<file path="src/rtl/ifu_pkg.sv">
// Shared types and constants for the instruction fetch unit.
package ifu_pkg;

  // Default address/PC width.
  localparam int unsigned IfuWidth = 32;

  // Instruction word presented alongside an access fault.
  localparam logic [31:0] InstZero = 32'h0000_0000;

  typedef enum logic [2:0] {
    StIdle,
    StReq,
    StWait,
    StOut,
    StDrain
  } ifu_state_e;

endpackage

</file>
<file path="src/rtl/ifu.sv">
// Instruction fetch unit: one fetch in flight, flushable at any point.
module ifu
  import ifu_pkg::*;
#(
  parameter int unsigned WIDTH = IfuWidth
) (
  input  logic             clk_i,
  input  logic             rst_ni,
  input  logic [WIDTH-1:0] pc_i,
  output logic             pc_we_o,
  output logic             imem_req_valid_o,
  input  logic             imem_req_ready_i,
  output logic [WIDTH-1:0] imem_req_addr_o,
  input  logic             imem_rsp_valid_i,
  input  logic [31:0]      imem_rsp_data_i,
  input  logic             imem_rsp_err_i,
  output logic             inst_valid_o,
  input  logic             inst_ready_i,
  output logic [31:0]      inst_o,
  output logic [WIDTH-1:0] inst_pc_o,
  output logic             inst_fault_o,
  input  logic             flush_i
);

  ifu_state_e       state_q, state_d;
  logic [WIDTH-1:0] addr_q, addr_d;
  logic             kill_q, kill_d;
  logic [31:0]      inst_q, inst_d;
  logic             fault_q, fault_d;

  // State and datapath registers; reset clears every visible output.
  always_ff @(posedge clk_i or negedge rst_ni) begin
    if (!rst_ni) begin
      state_q <= StIdle;
      addr_q  <= '0;
      kill_q  <= 1'b0;
      inst_q  <= InstZero;
      fault_q <= 1'b0;
    end else begin
      state_q <= state_d;
      addr_q  <= addr_d;
      kill_q  <= kill_d;
      inst_q  <= inst_d;
      fault_q <= fault_d;
    end
  end

  // Next-state and datapath capture.
  always_comb begin
    state_d = state_q;
    addr_d  = addr_q;
    kill_d  = kill_q;
    inst_d  = inst_q;
    fault_d = fault_q;
    unique case (state_q)
      StIdle: begin
        addr_d  = pc_i;
        kill_d  = 1'b0;
        state_d = StReq;
      end
      StReq: begin
        if (imem_req_ready_i) begin
          // A flush seen now or while stalled means the response is unwanted:
          // wait for it in DRAIN so it cannot be mistaken for the next fetch.
          state_d = (flush_i || kill_q) ? StDrain : StWait;
          kill_d  = 1'b0;
        end else if (flush_i) begin
          kill_d = 1'b1;
        end
      end
      StWait: begin
        if (imem_rsp_valid_i) begin
          if (flush_i) begin
            state_d = StIdle;
          end else begin
            inst_d  = imem_rsp_err_i ? InstZero : imem_rsp_data_i;
            fault_d = imem_rsp_err_i;
            state_d = StOut;
          end
        end else if (flush_i) begin
          state_d = StDrain;
        end
      end
      StOut: begin
        if (flush_i || inst_ready_i) begin
          state_d = StIdle;
        end
      end
      StDrain: begin
        if (imem_rsp_valid_i) begin
          state_d = StIdle;
        end
      end
      default: state_d = StIdle;
    endcase
  end

  // Handshake outputs decoded from the current state.
  always_comb begin
    imem_req_valid_o = (state_q == StReq);
    inst_valid_o     = (state_q == StOut);
    pc_we_o          = (state_q == StOut) && inst_ready_i && !flush_i;
  end

  assign imem_req_addr_o = addr_q;
  assign inst_o          = inst_q;
  assign inst_pc_o       = addr_q;
  assign inst_fault_o    = fault_q;

endmodule
</file>
<file path="config.mk">
export PLATFORM = sky130hd
export DESIGN_NAME = ifu
export DESIGN_NICKNAME = d
export VERILOG_FILES = /design/src/rtl/ifu_pkg.sv /design/src/rtl/ifu.sv
export SDC_FILE = /design/constraint.sdc
export NUM_CORES = 1
export LEC_CHECK = 0
export ABC_AREA = 0
export CORE_ASPECT_RATIO = 1.5
export CORE_MARGIN = 10
export CORE_UTILIZATION = 36
export CTS_CLUSTER_SIZE = 14
export DETAILED_ROUTE_END_ITERATION = 7
export GPL_TIMING_DRIVEN = 0
export PLACE_DENSITY = 0.77
export SYNTH_ARGS = -nofsm -noshare
export SYNTH_HDL_FRONTEND = slang
export SYNTH_SLANG_ARGS = --single-unit
</file>
<file path="constraint.sdc">
create_clock -name clk_i -period 1.5 [get_ports clk_i]
set_input_delay 0.3 -clock clk_i [delete_from_list [all_inputs] [get_ports clk_i]]
set_output_delay 0.3 -clock clk_i [all_outputs]
set_load 0.02 [all_outputs]
</file>
**After elaboration in Yosys (flattened, before gate mapping)**

Cells that the tools add are included.

- Logic and storage cells: 37
- Bits in registers: 69
- Input port bits: 71
- Output and inout port bits: 100

- Mux-type cells: 12
- Bitwise gates (word level): 1
- Reductions and logical operators: 10
- Equality and inequality tests: 9

Operator list:

| operator | number |
|---|---|
| 2-to-1 mux 32 bit | 1 |
| 2-to-1 mux 3 bit | 6 |
| case mux 3 bit (5 select lines) | 1 |
| == test 3 x 2 -> 1 bit (second input constant) | 2 |
| inequality test 2 x 1 -> 1 bit (second input constant) | 2 |
| AND reduction 4 bit | 1 |
| == test 3 x 1 -> 1 bit (second input constant) | 1 |
| == test 3 bit (second input constant) | 1 |
| logical NOT 3 bit | 1 |
| inequality test 3 x 1 -> 1 bit (second input constant) | 1 |
| inequality test 3 bit (second input constant) | 1 |
| AND reduction 3 bit | 1 |
| logical AND 1 bit | 2 |
| logical OR 1 bit | 2 |
| 2-to-1 mux 1 bit | 2 |
| 2-to-1 mux 2 bit | 1 |
| inequality test 2 bit (second input constant) | 1 |
| case mux 1 bit (2 select lines) | 1 |
| AND reduction 2 bit | 1 |
| nonzero test 2 bit | 1 |
| logical NOT 1 bit | 1 |
| inverter 1 bit | 1 |

**Longest topological paths before layout**

- Depth after elaboration: 4
- Mapped depth: 5
- Gate-level depth less buffers: 3

**Worst setup path before layout**

Ideal clock, no wire load.

- Kind: register to output
- Start: reg state_q[0]
- End: out pc_we_o
- Cell stages (with the launch flop): 4
- Path buffers: 1
- Arrival time: 1.212 ns
- Data required time: 1.200 ns
- Path slack: -0.012 ns
- Path through: dfrtp_1 > clkbuf_1 > and2_1 > and3b_1

- Cells in the longest elaborated chain, start to end: 3

Ends and longest elaborated chain:

| item | RTL line | text |
|---|---|---|
| from (decl) | ifu.sv:25 | `ifu_state_e state_q, state_d;` |
| from (signal assigned) | ifu.sv:34 | `state_q <= StIdle;` |
| from (signal assigned) | ifu.sv:40 | `state_q <= state_d;` |
| == test 3 x 2 -> 1 bit | - |  |
| named net inst_valid_o | ifu.sv:17 | `output logic inst_valid_o,` |
| logical AND 1 bit (2 in series) | ifu.sv:102 | `pc_we_o = (state_q == StOut) && inst_ready_i && !flush_i;` |
| to (decl) | ifu.sv:10 | `output logic pc_we_o,` |

The timed path passes the listed nets, and every way through them passes these cells.

**Final worst setup path**

- Start: reg state_q[0]
- End: out pc_we_o

- Cells in the longest elaborated chain, start to end: 3

Ends and longest elaborated chain:

| item | RTL line |
|---|---|
| == test 3 x 2 -> 1 bit | ifu.sv:102 |
| logical AND 1 bit (2 in series) | ifu.sv:102 |

Every way passes these cells.

==> metrics.yaml <==
floorplan:
  die-area_mm2: 0.01347
  fp.coreArea_mm2: 0.008881
  die_w_um: 98.17
  die_h_um: 137.3
  initial_utilization_pct: 37.15
  rows: 42
  io_pins: 171
pwr:
  cellPowerDensity_mw_per_mm2: 2140
  p_sw_mw: 4.578
  combPwrFrac_pct: 57.2
  vdd_drop_max_mv: 1.186
  power_frac_seq_pct: 27.1
  switching_share_pct: 37.56
  leakage_nw: 2.782
  p_int_mw: 7.611
  p_clk_share_pct: 15.7
cells_and_area:
  nNetsFinal: 511
  fin_util_pct: 64.14
  syn_to_final_growth_pct: 72.66
  drive_gt1_share_pct: 33.93
  fillers: 739
  antennaDiodeCount: 0
clock_tree:
  clk_pin_slew_ps: 50
  cts_tree: "done"
  clock_sinks: 69
  clockBufferDepth: 2
  htreeDepth: 3
  clk-insertion-delay-late_ps: 320
  numCtsBuffers: 9
  cts_hold_buf: 0
  root_buffer: "clkbuf_16"
synth:
  synth_top_flop_cell: "dfrtp_1"
  ys_types: 26
  synthArstFlopShare_pct: 100.0
  syn_inst: 240
  ys_ff_latch: 69
  yosysWarnings: 0
  synth_edf_count: 0
  synth_nets: 311
  synth.cell_area_mm2: 0.003299
  yosysSeqAreaShare_pct: 52.33
  syn_avg_cell_area_um2: 13.75
route:
  first_pass_iters: 4
  final_antenna_net_count: 0
  vias_per_cell: 4.551
  drc_errors: 0
  drt_wl_total_mm: 10.19
  vias: 2526
  wl_per_cell_um: 18.36
  drt_iter0_drc: 62
placement:
  gp_congestion: 0.8084
  post-place-ws_ps: -489.7
  dp_hpwl_mm: 7.433
  portBuffers: 170
grt:
  grt_pass1_vias: 2734
  antenna_found_initial: 0
  overflow: 0
  grt_max_degree: 70
  grt_usage_pct: 14.00
  grt_pass1_wl_mm: 15.16
sta:
  finClkSkew_ps: 6.187
  maxSlewHeadroom_pct: 41.89
  hold_viol_final: 0
  rsz0062_at_grt: "yes"
  timing.fmax_mhz: 615.0
  setup_viol: 37
  worst_slack_ps: -126.0
  post-route-period-util_pct: 108.4
  tightest_slew_ps: 871.7
  finalWorstPathRequiredPeriod_ps: 1626
  drv_slew: 0
worst_setup_path:
  r2r_setup_slack_ps: -80
  critPathLaunchType: "flop"
  crit_path_end_kind: "primary output"
  crit_arrival_ps: 1330
  path_class: "reg -> out"
  crit_chain: "buf_8, and2_4, and3b_1, buf_6"
  cpMaxStageDelayCell: "dfrtp_1"
  required_ps: 1200
  crit_fanout: 5
  cpPeakStageDelay_ps: 410
run:
  timing.max_cap.violations: 0
hold_path:
  hold_path.class: "in -> async"
status:
  violations: "negative setup slack"
  outcome: "finished, violations left"
layout make-up:
type                            count  area [um^2]  share of cell area (%)
Timing Repair Buffer              190         1871                   32.84
Sequential cell                    69         1728                   30.33
Multi-Input combinational cell    127         1300                   22.82
Buffer                             43        390.4                   6.853
Clock buffer                       12        246.5                   4.327
Tap cell                          110        137.6                   2.416
Clock inverter                      4        23.77                  0.4173
synth_stat cells (all sizes together) (2+ instances only):
cell type / instances / share of area (%)
nand2: 3 / 0.34
buf: 40 / 10
nor2: 5 / 0.57
nor3: 3 / 0.61
nor2b: 33 / 6.3
and3: 2 / 0.38
nand2b: 3 / 0.57
and2: 2 / 0.38
clkbuf: 4 / 0.45
dfrtp: 69 / 52
mux2: 65 / 26
a21oi: 4 / 0.61
worst max-delay path, delay by kind of cell, from the launching register on:
kind	cells	cell delay [ps]
and+or+nand+nor	2	330
DFF	1	410
buffers and inverters	2	270
routing by layer:
layer | part of all wire, % | track usage (%) | wire [um] | vias up
li1 | - | - | - | 1180
met3 | 9.7 | 6.118 | 993 | 8
met4 | 1.0 | 5.272 | 102 | 0
met2 | 54 | 24.89 | 5530 | 108
met1 | 35 | 14.20 | 3564 | 1230
met5 | 0 | 0 | 0 | -
kinds of logic after synthesis:
family | Yosys count | share of synthesized area [%]
flops | 69 | 52.33
mux | 65 | 25.60
simple gates | 53 | 9.594
buf+inv | 44 | 10.73
compound gates | 9 | 1.745
power by group through the flow:
stage          sequential (mW)  combinational, mW  clock (mW)
4_1_cts                   3.29               6.53        1.96
2_1_floorplan             4.24               2.77           0
3_3_place_gp              3.31               6.83           0
6_report                  3.30               6.98        1.91
3_5_place_dp              3.36               6.95           0
5_1_grt                   3.42               7.37        2.04
flip-flops by register name (all words and copies together), names as in the netlist:
register         flops
inst_fault_o         1
imem_req_addr_o     32
kill_q               1
state_q              3
inst_o              32
layout by cell type (no fill, tap or decap), types with 2 or more instances in the layout:
master	Yosys	final
clkbuf_1	4	4
nand2_1	3	3
a21oi_1	4	4
buf_4	35	42
buf_8	0	3
and2_4	0	2
mux2_2	19	18
mux2_4	30	42
mux2_1	16	5
dfrtp_1	69	68
clkbuf_2	0	2
buf_6	1	9
nor2_1	5	3
clkdlybuf4s15_1	0	4
nor3_1	2	2
clkinv_2	0	3
buf_12	3	7
dlygate4sd2_1	0	90
nand2b_1	3	3
nor2_4	0	2
clkdlybuf4s50_1	0	68
nor2b_1	32	32
clkbuf_16	0	13
what timing repair did:
item                                    4_1_cts  5_1_grt
pin swaps                                     1        4
endpoints found under the setup margin      160       71
gates resized for setup                     140       34
cloned                                        2        4
setup buffers                                10        4
worst paths after layout:
kind | startpoint | to | cells past startpoint
setup reg to reg | state_q[2]$_DFFE_PN0P_ | inst_o[17]$_DFFE_PN0P_ | 6
max in group asynchronous | rst_ni | state_q[2]$_DFFE_PN0P_ | 1
setup / recovery | state_q[0]$_DFFE_PN0P_ | pc_we_o | 4
hold reg to reg | inst_o[0]$_DFFE_PN0P_ | inst_o[0]$_DFFE_PN0P_ | 1
hold / removal | rst_ni | imem_req_addr_o[8]$_DFFE_PN0N_ | 1
min in group clk_i | inst_o[0]$_DFFE_PN0P_ | inst_o[0]$_DFFE_PN0P_ | 1
stage by stage:
stage                     instances  hold slack [ps]  instance area, um^2  power [mW]  TNS [ps]
final                           555            102.4                 5697       12.19     -1983
after global routing            555            177.9                 5697       12.83     -4226
after CTS                       548            131.2                 5497       11.78     -3402
after detailed placement        520            480.3                 5137       10.31    -20860
after global placement          520            468.6                 5140       10.14   -175480
after floorplan                 240            4.409                 3301       7.009         0
Power figures use the tool's default switching activity.
